--- config.mk ---
export PLATFORM = sky130hd
export DESIGN_NAME = dnd_event_classifier
export DESIGN_NICKNAME = d
export VERILOG_FILES = /design/src/rtl/dnd_pkg.sv /design/src/rtl/dnd_tag_fifo.sv /design/src/rtl/dnd_event_classifier.sv
export SDC_FILE = /design/constraint.sdc
export NUM_CORES = 1
export LEC_CHECK = 0
export ABC_AREA = 1
export ABC_CLOCK_PERIOD_IN_PS = 2100
export BUFFER_PORTS_ARGS = -buffer_cell sky130_fd_sc_hd__buf_2
export CORE_MARGIN = 2
export CORE_UTILIZATION = 40
export CTS_CLUSTER_DIAMETER = 30
export DETAILED_ROUTE_END_ITERATION = 16
export SLEW_MARGIN = 20
export SYNTH_ARGS = -nofsm -noshare
export SYNTH_HDL_FRONTEND = slang
export SYNTH_SLANG_ARGS = --single-unit
--- constraint.sdc ---
create_clock -name clk -period 2.1 [get_ports clk]
set_clock_uncertainty 0.15 [all_clocks]
set_input_delay 0.42 -clock clk [delete_from_list [all_inputs] [get_ports clk]]
set_output_delay 0.42 -clock clk [all_outputs]
set_load 0.005 [all_outputs]
--- src/rtl/dnd_pkg.sv ---
// Shared DND pipeline types: CAVIAR event layout and default field widths.
package dnd_pkg;

    localparam int DND_XY_BITS = 9;
    localparam int DND_EV_W    = 2 * DND_XY_BITS + 1;
    localparam int DND_SCORE_W = 16;

    // Member order packs to {pol, y, x}, matching the ev_in bit order.
    typedef struct packed {
        logic                   pol;
        logic [DND_XY_BITS-1:0] y;
        logic [DND_XY_BITS-1:0] x;
    } caviar_ev_t;

    function automatic caviar_ev_t make_ev(input logic [DND_XY_BITS-1:0] x,
                                           input logic [DND_XY_BITS-1:0] y,
                                           input logic                   pol);
        caviar_ev_t ev;
        ev.pol = pol;
        ev.y   = y;
        ev.x   = x;
        return ev;
    endfunction

endpackage

--- src/rtl/dnd_tag_fifo.sv ---
// Register-based in-order tag FIFO; a push is accepted while full if a pop happens in the same cycle.
module dnd_tag_fifo
    import dnd_pkg::*;
#(
    parameter int W     = DND_EV_W,
    parameter int DEPTH = 4
) (
    input  logic                     clk,
    input  logic                     rst,
    input  logic                     push,
    input  logic                     pop,
    input  logic [W-1:0]             din,
    output logic [W-1:0]             dout,
    output logic                     full,
    output logic                     empty,
    output logic [$clog2(DEPTH):0]   count
);

    localparam int AW = $clog2(DEPTH);
    localparam logic [AW:0] DEPTH_C = (AW + 1)'(DEPTH);

    logic [W-1:0]  mem [DEPTH];
    logic [AW-1:0] wr_ptr;
    logic [AW-1:0] rd_ptr;
    logic          push_ok;
    logic          pop_ok;

    always_comb begin
        full    = (count == DEPTH_C);
        empty   = (count == '0);
        pop_ok  = pop && !empty;
        push_ok = push && (!full || pop_ok);
        dout    = mem[rd_ptr];
    end

    always_ff @(posedge clk) begin
        if (rst) begin
            wr_ptr <= '0;
            rd_ptr <= '0;
            count  <= '0;
        end else begin
            if (push_ok) begin
                mem[wr_ptr] <= din;
                wr_ptr      <= wr_ptr + 1'b1;
            end
            if (pop_ok) begin
                rd_ptr <= rd_ptr + 1'b1;
            end
            case ({push_ok, pop_ok})
                2'b10:   count <= count + 1'b1;
                2'b01:   count <= count - 1'b1;
                default: count <= count;
            endcase
        end
    end

endmodule

--- src/rtl/dnd_event_classifier.sv ---
// Pairs each queued CAVIAR event with its MLP score, flags signal/noise against a threshold,
// and keeps saturating signal/noise statistics plus sticky FIFO error flags.
module dnd_event_classifier
    import dnd_pkg::*;
#(
    parameter int CAVIAR_X_Y_BITS = DND_XY_BITS,
    parameter int W_Y             = DND_SCORE_W,
    parameter int DEPTH           = 4,
    parameter int CNT_W           = 32
) (
    input  logic                         clk,
    input  logic                         rst,
    input  logic [2*CAVIAR_X_Y_BITS:0]   ev_in,
    input  logic                         ev_in_vld,
    input  logic [W_Y-1:0]               score,
    input  logic                         score_vld,
    input  logic [W_Y-1:0]               threshold,
    input  logic                         clr_cnt,
    output logic [2*CAVIAR_X_Y_BITS:0]   ev_out,
    output logic                         ev_out_sig,
    output logic                         ev_out_vld,
    output logic                         busy,
    output logic                         ovf_err,
    output logic                         unf_err,
    output logic [CNT_W-1:0]             sig_cnt,
    output logic [CNT_W-1:0]             noise_cnt
);

    localparam int EV_W = 2 * CAVIAR_X_Y_BITS + 1;
    localparam int CW   = $clog2(DEPTH) + 1;
    localparam logic [CW-1:0] DEPTH_C = CW'(DEPTH);

    logic [EV_W-1:0] head_ev;
    logic            fifo_full;
    logic            fifo_empty;
    logic [CW-1:0]   fifo_count;
    logic            pop_ok;
    logic            push_drop;
    logic            is_sig;

    dnd_tag_fifo #(
        .W     (EV_W),
        .DEPTH (DEPTH)
    ) u_tag_fifo (
        .clk   (clk),
        .rst   (rst),
        .push  (ev_in_vld),
        .pop   (score_vld),
        .din   (ev_in),
        .dout  (head_ev),
        .full  (fifo_full),
        .empty (fifo_empty),
        .count (fifo_count)
    );

    always_comb begin
        pop_ok    = score_vld && !fifo_empty;
        push_drop = ev_in_vld && fifo_full && !pop_ok;
        is_sig    = ($signed(score) >= $signed(threshold));
        busy      = (fifo_count == DEPTH_C);
    end

    always_ff @(posedge clk) begin
        if (rst) begin
            ev_out     <= '0;
            ev_out_sig <= 1'b0;
            ev_out_vld <= 1'b0;
            ovf_err    <= 1'b0;
            unf_err    <= 1'b0;
            sig_cnt    <= '0;
            noise_cnt  <= '0;
        end else begin
            ev_out_vld <= pop_ok;
            if (pop_ok) begin
                ev_out     <= head_ev;
                ev_out_sig <= is_sig;
            end

            if (push_drop) ovf_err <= 1'b1;
            if (score_vld && fifo_empty) unf_err <= 1'b1;

            // Clear takes priority over a same-cycle increment.
            if (clr_cnt) begin
                sig_cnt   <= '0;
                noise_cnt <= '0;
            end else if (pop_ok) begin
                if (is_sig) begin
                    if (sig_cnt != '1) sig_cnt <= sig_cnt + 1'b1;
                end else begin
                    if (noise_cnt != '1) noise_cnt <= noise_cnt + 1'b1;
                end
            end
        end
    end

endmodule

==> run metrics, run 1 <==
outcome complete, no violations; die height 153 um; fmax 0.495 GHz; Yosys warning count 0; Multi-input gate area 0.00409 mm2; DRC viols 0; Least-Margin Pin Slew 0.780 ns; routed len/inst 13.8 um; Area Overhead vs Synth 25.7%; hold_sp ev_in[2]; post-DR vias/cell 4.92; CP Max Fanout 7; core area 0.0218 mm2; router iterations before antenna repair 7; syn nets 1,265; Final Util 51.2%; P_int 5.80 mW; I/O pin count 144; GRT Total Usage 19.2%; Mapped Area 0.00888 mm2; largest net degree at the start of global routing 72; layout cells sized above 1 22.9%; first-pass GRT wire length 36,700 um; hold_ws 0.0531 ns; FF-to-FF path depth 12; Arrival @ worst endpoint 2.19 ns; FILL cells 2,086; Die Footprint 0.0234 mm2; register area 0.00418 mm2; register share of total power 44.4%; crit-path max cell delay 0.35 ns; final instance area 0.0112 mm2; relative slew slack 48.0%; Max clock buf depth 2; Reg2Reg Capture Point sig_cnt[29]; Final Net Count 1,442; Initial Util 40.7%; Peak VDD IR 542 uV; Final setup viols 0; CP Cell Sequence ha_4 -> nand2_2 -> nor2_4 -> nand3b_4 -> nor2_8 -> nand3_4 -> nor2_4 -> nand3_4 -> nand3_2 -> nand2_1 -> nand2_1 -> nor2_1; CTS tree built; grt ovf 0; Net Sw Frac 31.1%; Worst Path Required 2.27 ns; Final min period 2.02 ns; post-detail-place hpwl 15,200 um; drt total wl 22,900 um; Cells on Worst Hold Path 1; critical path class flip-flop to flip-flop; Psw 2.62 mW; I/O Buffers 143; GPL Wtd Cong 0.846; placed cells 1,613; row cnt 54; H-tree depth 4; antenna violations before repair 2; number of CTS-inserted buffers 17; CTS Root Cell clkbuf_16; DR vias 8,152; CP endpoint kind flip-flop; Clk Latency, worst-skew pair 0.43 ns; Seq/Total Area, Yosys 46.9%; Startpoint Class flip-flop; Die W 153 um; Gate Count Post-Synth 1,186; Leak 4.85 nW; Final Max Tran Viols 0; synthesized flop and latch total 170; Iteration-0 DRC Markers 450; clock power share 37.9%; average size of a mapped cell 7.49 um2; R2R Setup Slk 0.08 ns; Clk pin slew, worst setup/hold paths 0.08 ns; Yosys cell types 38; max cap viols 0; dpl cell area 0.0103 mm2; Power Density 754 mW/mm2; Post-DRT Antenna Nets 0; clock sinks 170; Hold Violations, Final 0; cts hold-fix bufs 0; combinational power share 17.7%; Slowest-stage cell, CP dfxtp_2; Place WS -0.322 ns; Hold EP u_tag_fifo.mem[1][2]; vias in the first global route 7,459; worst setup margin 0.0793 ns; Post-Layout Cell Count 1,658; Final Total Pwr 8.42 mW; worst hold path type primary input to flip-flop; R2R Path Start sig_cnt[1]; RSZ-0062 raised after global routing true; period utilization 96.2%; Sum Neg Setup Slack 0 ns
-- cells in the final DEF, fill, tap and decap left out, types with 8 or more instances in the layout --
cell type	n
nor2_1	268
nand2_1	212
inv_1	160
buf_2	143
dfxtp_1	83
edfxtp_1	76
nand4_1	70
o21ai_0	66
buf_4	49
nand3_1	43
a31oi_1	21
nor2_2	20
ha_1	20
clkbuf_16	18
nor3_1	14
a21oi_1	14
nand3_2	9
dfxtp_2	9
buf_12	9
nand2_2	8
-- cells in the mapped netlist, drive strengths merged --
| master | count | area (um2) |
|---|---|---|
| a21o | 1 | 7.51 |
| a21oi | 17 | 88.8 |
| a31oi | 21 | 131 |
| a41oi | 1 | 8.76 |
| and3 | 1 | 6.26 |
| buf | 27 | 141 |
| clkbuf | 21 | 78.8 |
| clkinv | 1 | 3.75 |
| dfxtp | 94 | 1880 |
| edfxtp | 76 | 2280 |
| fa | 1 | 20.0 |
| ha | 22 | 275 |
| inv | 163 | 612 |
| nand2 | 220 | 833 |
| nand3 | 56 | 340 |
| nand3b | 3 | 38.8 |
| nand4 | 70 | 438 |
| nor2 | 296 | 1170 |
| nor3 | 19 | 116 |
| nor3b | 1 | 7.51 |
| o211ai | 1 | 7.51 |
| o21ai | 67 | 335 |
| xnor2 | 2 | 17.5 |
| xor2 | 5 | 43.8 |
-- power groups by stage --
stage	Clock [mW]	Combinational (mW)	Sequential, mW
3_5_place_dp	0	1.44	3.81
3_3_place_gp	0	1.41	3.81
6_report	3.19	1.49	3.74
5_1_grt	3.40	1.68	3.76
4_1_cts	3.28	1.44	3.73
2_1_floorplan	0	0.883	3.80
-- routing by layer --
layer  share of wire, %  track usage, %  vias up
met3                4.9            4.05       27
met4                1.7            6.04        0
met5                  0               0        -
met2                 49            33.5      183
li1                   -               -     4200
met1                 45            23.7     3742
-- kinds of logic (layout without fill, tap and decap cells) --
| group | after synthesis | after routing | synth area share, % |
|---|---|---|---|
| and+or+nand+nor | 666 | 668 | 33.2 |
| buffers and inverters | 212 | 400 | 9.41 |
| DFF | 170 | 170 | 46.9 |
| adders and majority gates | 23 | 23 | 3.32 |
| xor gates and xnor gates | 7 | 7 | 0.690 |
| other | 0 | 2 | 0 |
| AOI/OAI and AO/OA | 108 | 108 | 6.52 |
-- critical path, delay by kind of cell (launching register included) --
kind	cells	cell delay [ns]
simple gates	11	1.28
flops	1	0.35
fa+ha+maj	1	0.14
-- worst max path at each step --
stage | startpoint | to | slack (ns) | depth (start not counted)
6_report | sig_cnt[1] | sig_cnt[29] | 0.08 | 12
5_1_grt | sig_cnt[16] | sig_cnt[29] | -0.11 | 11
4_1_cts | noise_cnt[0] | noise_cnt[26] | 0.01 | 13
3_5_place_dp | score[15] | sig_cnt[24] | -0.32 | 13
3_3_place_gp | score[9] | sig_cnt[12] | -0.29 | 15
2_1_floorplan | rst | u_tag_fifo.mem[0][0] | -0.19 | 4
-- flip-flops by register name (all words and copies together), names as in the netlist --
signal             cells
u_tag_fifo.count       3
u_tag_fifo.wr_ptr      2
noise_cnt             32
ev_out_vld             1
unf_err                1
u_tag_fifo.mem        76
ovf_err                1
ev_out                19
ev_out_sig             1
u_tag_fifo.rd_ptr      2
sig_cnt               32
-- layout make-up --
type	count	area share, %
sequential	170	37.4
multi-input combinational	806	36.6
timing repair buffer	204	11.7
inverter	164	5.51
clock buffer	17	3.81
tap	280	3.14
clock inverter	15	1.67
antenna	2	0.0448
-- timing repair --
action / 4_1_cts / 5_1_grt
endpoints found under the setup margin: 3 / 66
resized for setup: 2 / 57
buffers inserted: 0 / 8
cloned: 0 / 3
pin swaps: 0 / 15
(Power assumes the default switching activity.)
==> run 2, diff against run 1 <==
--- a/config.mk
+++ b/config.mk
@@ -9,9 +9,10 @@
 export ABC_CLOCK_PERIOD_IN_PS = 2100
 export BUFFER_PORTS_ARGS = -buffer_cell sky130_fd_sc_hd__buf_2
 export CORE_MARGIN = 2
-export CORE_UTILIZATION = 40
+export CORE_UTILIZATION = 52
 export CTS_CLUSTER_DIAMETER = 30
 export DETAILED_ROUTE_END_ITERATION = 16
+export PLACE_DENSITY = 0.77
 export SLEW_MARGIN = 20
 export SYNTH_ARGS = -nofsm -noshare
 export SYNTH_HDL_FRONTEND = slang
==> run 2 against run 1 <==
Against the previous run:
- core utilization grew 15 points
- sequential share of layout area grew 0.35 points
- global-route usage grew 5.0 points
- maximum frequency grew 0.36%
- largest cell class unchanged
- wire length shrank 2.1%
- critical endpoint is now sig_cnt[23]
- critical path type unchanged
- register-to-register slack is essentially flat
- cell count shrank 3.3%
- hold slack lost 0.0095 ns
- setup slack gained 0.0072 ns
- total power shrank 0.95%
==> run metrics, run 2 (synthesized netlist as in run 1, its figures left out) <==
router iterations before antenna repair 7 (unchanged); Final min period 2.01 ns (-0.00720 ns); Arrival @ worst endpoint 2.24 ns (+0.05 ns); clock sinks 170 (unchanged); H-tree depth 4 (unchanged); I/O Buffers 143 (unchanged); Final Max Tran Viols 0 (unchanged); Post-DRT Antenna Nets 0 (unchanged); crit-path max cell delay 0.42 ns (+0.07 ns); cts hold-fix bufs 0 (unchanged); fmax 0.497 GHz (+0.36%); number of CTS-inserted buffers 17 (unchanged); GPL Wtd Cong 0.901 (+6.5%); I/O pin count 144 (unchanged); grt ovf 0 (unchanged); relative slew slack 48.0% (about the same); Hold Violations, Final 0 (unchanged); drt total wl 22,400 um (-2.1%); RSZ-0062 raised after global routing true; Peak VDD IR 748 uV (+38%); DR vias 8,423 (+3.3%); antenna violations before repair 3 (+1); period utilization 95.9% (-0.34 points); CP delay by family, top simple AND/OR/NAND/NOR gates; Final setup viols 0 (unchanged); commonest cells after routing, fill and taps aside 268 x nor2_1, 216 x nand2_1, 161 x inv_1, 144 x buf_2, 85 x dfxtp_1; Worst Path Required 2.32 ns (+0.05 ns); Max clock buf depth 2 (unchanged); largest net degree at the start of global routing 79 (+9.7%); first-pass GRT wire length 35,400 um (-3.6%); Initial Util 53.4% (+13 points); core area 0.0166 mm2 (-24%); WP buf/inv 3 (+3); Leak 4.82 nW (-0.60%); layout cells sized above 1 22.5% (-0.39 points); final instance area 0.0110 mm2 (-1.1%); GRT Total Usage 24.2% (+5.0 points); post-DR vias/cell 5.25 (+6.9%); FILL cells 1,382 (-34%); Iteration-0 DRC Markers 607 (+35%); Reg with most FFs u_tag_fifo.mem; worst hold path type primary input to flip-flop; CTS Root Cell clkbuf_16; CP endpoint kind flip-flop; biggest regs u_tag_fifo.mem x76, noise_cnt x32, sig_cnt x32; vias in the first global route 7,600 (+1.9%); Crit path top cell by count inv_1; max cap viols 0 (unchanged); Startpoint Class flip-flop; Power Density 755 mW/mm2 (+0.16%); max FFs per register 76 (unchanged); CP Max Fanout 6 (-1); DRC viols 0 (unchanged); Die W 135 um (-12%); leading cell type in the layout, fill and taps excluded nor2_1; Slowest-stage cell, CP nor3_2; Clk Latency, worst-skew pair 0.43 ns (about the same); dpl cell area 0.0102 mm2 (-0.95%); Final Util 66.4% (+15 points); CP Cell Sequence inv_1 -> nor3_2 -> inv_1 -> nor2_4 -> nand3_4 -> buf_4 -> nand4_1 -> nand2_1 -> nor2_1; placed cells 1,557 (-3.5%); Area Overhead vs Synth 24.4%; Post-Layout Cell Count 1,603 (-3.3%); Final Net Count 1,448 (+0.42%); die height 135 um (-12%); post-detail-place hpwl 14,800 um (-2.3%); Clk pin slew, worst setup/hold paths 0.07 ns (about the same); critical path class flip-flop to flip-flop; row cnt 47 (-13%); Die Footprint 0.0181 mm2 (-23%); CTS tree built; Least-Margin Pin Slew 0.779 ns (-0.000157 ns); outcome complete, no violations; routed len/inst 14.0 um (+1.3%)
run 2: cell count changes in the layout (fill, tap and decap cells not counted), moves of 2 or more:
cell / previous run / this run
nor3_2: 2 / 5
nand3_2: 9 / 5
nand2_1: 212 / 216
nor3_4: 3 / 1
dfxtp_1: 83 / 85
inv_2: 4 / 2
nand3_1: 43 / 45
buf_4: 49 / 58
dfxtp_4: 2 / 0
clkinvlp_4: 0 / 3
nand2_2: 8 / 4
buf_12: 9 / 6
run 2: stage by stage:
stage | total power [mW] | hold WS [ns] | setup TNS, ns | setup slack [ns]
2_1_floorplan | 4.69 | 0.272 | -14.62 | -0.192
3_3_place_gp | 5.18 | 0.284 | -12.74 | -0.240
3_5_place_dp | 5.22 | 0.288 | -16.22 | -0.327
5_1_grt | 8.70 | 0.0389 | -0.246 | -0.0419
4_1_cts | 8.32 | 0.0285 | 0 | 0.0166
6_report | 8.34 | 0.0436 | 0 | 0.0865
run 2: power breakdown:
group          switching (mW)  total [mW]  internal, mW
sequential              0.105        3.75          3.64
combinational           0.956        1.48         0.527
clock                    1.51        3.11          1.60
run 2: cell type report:
type | count | area (um2) | area share [%]
multi-input cells | 805 | 4060 | 36.7
repair buffers | 211 | 1320 | 12.0
flip-flops and latches | 170 | 4180 | 37.8
clock inverters | 15 | 173 | 1.56
clock buffers | 17 | 425 | 3.85
diodes | 1 | 2.50 | 0.0227
well taps | 220 | 275 | 2.49
inverters | 164 | 616 | 5.57
run 2: path summary, 6_finish.rpt:
kind | cells after the start | to | slack [ns] | from
setup / recovery | 9 | sig_cnt[23] | 0.09 | sig_cnt[22]
setup reg to reg | 9 | sig_cnt[23] | 0.09 | sig_cnt[22]
hold reg to reg | 2 | ovf_err | 0.30 | ovf_err
hold / removal | 1 | u_tag_fifo.mem[0][6] | 0.04 | ev_in[6]
run 2: metal layers:
layer / routed length (um) / vias up / share of wire, % / GRT usage, %
li1: - / 4214 / - / -
met4: 465 / 4 / 2.1 / 8.25
met2: 11300 / 295 / 50 / 41.9
met5: 25 / - / 0.11 / 0
met1: 9140 / 3864 / 41 / 29.2
met3: 1470 / 46 / 6.6 / 6.34
run 2: timing repair:
| action | in CTS | in global routing |
|---|---|---|
| pin swaps | 0 | 12 |
| endpoints found under the setup margin | 1 | 57 |
| resized for setup | 1 | 45 |
| gates cloned | 0 | 3 |
| setup buffers | 0 | 10 |
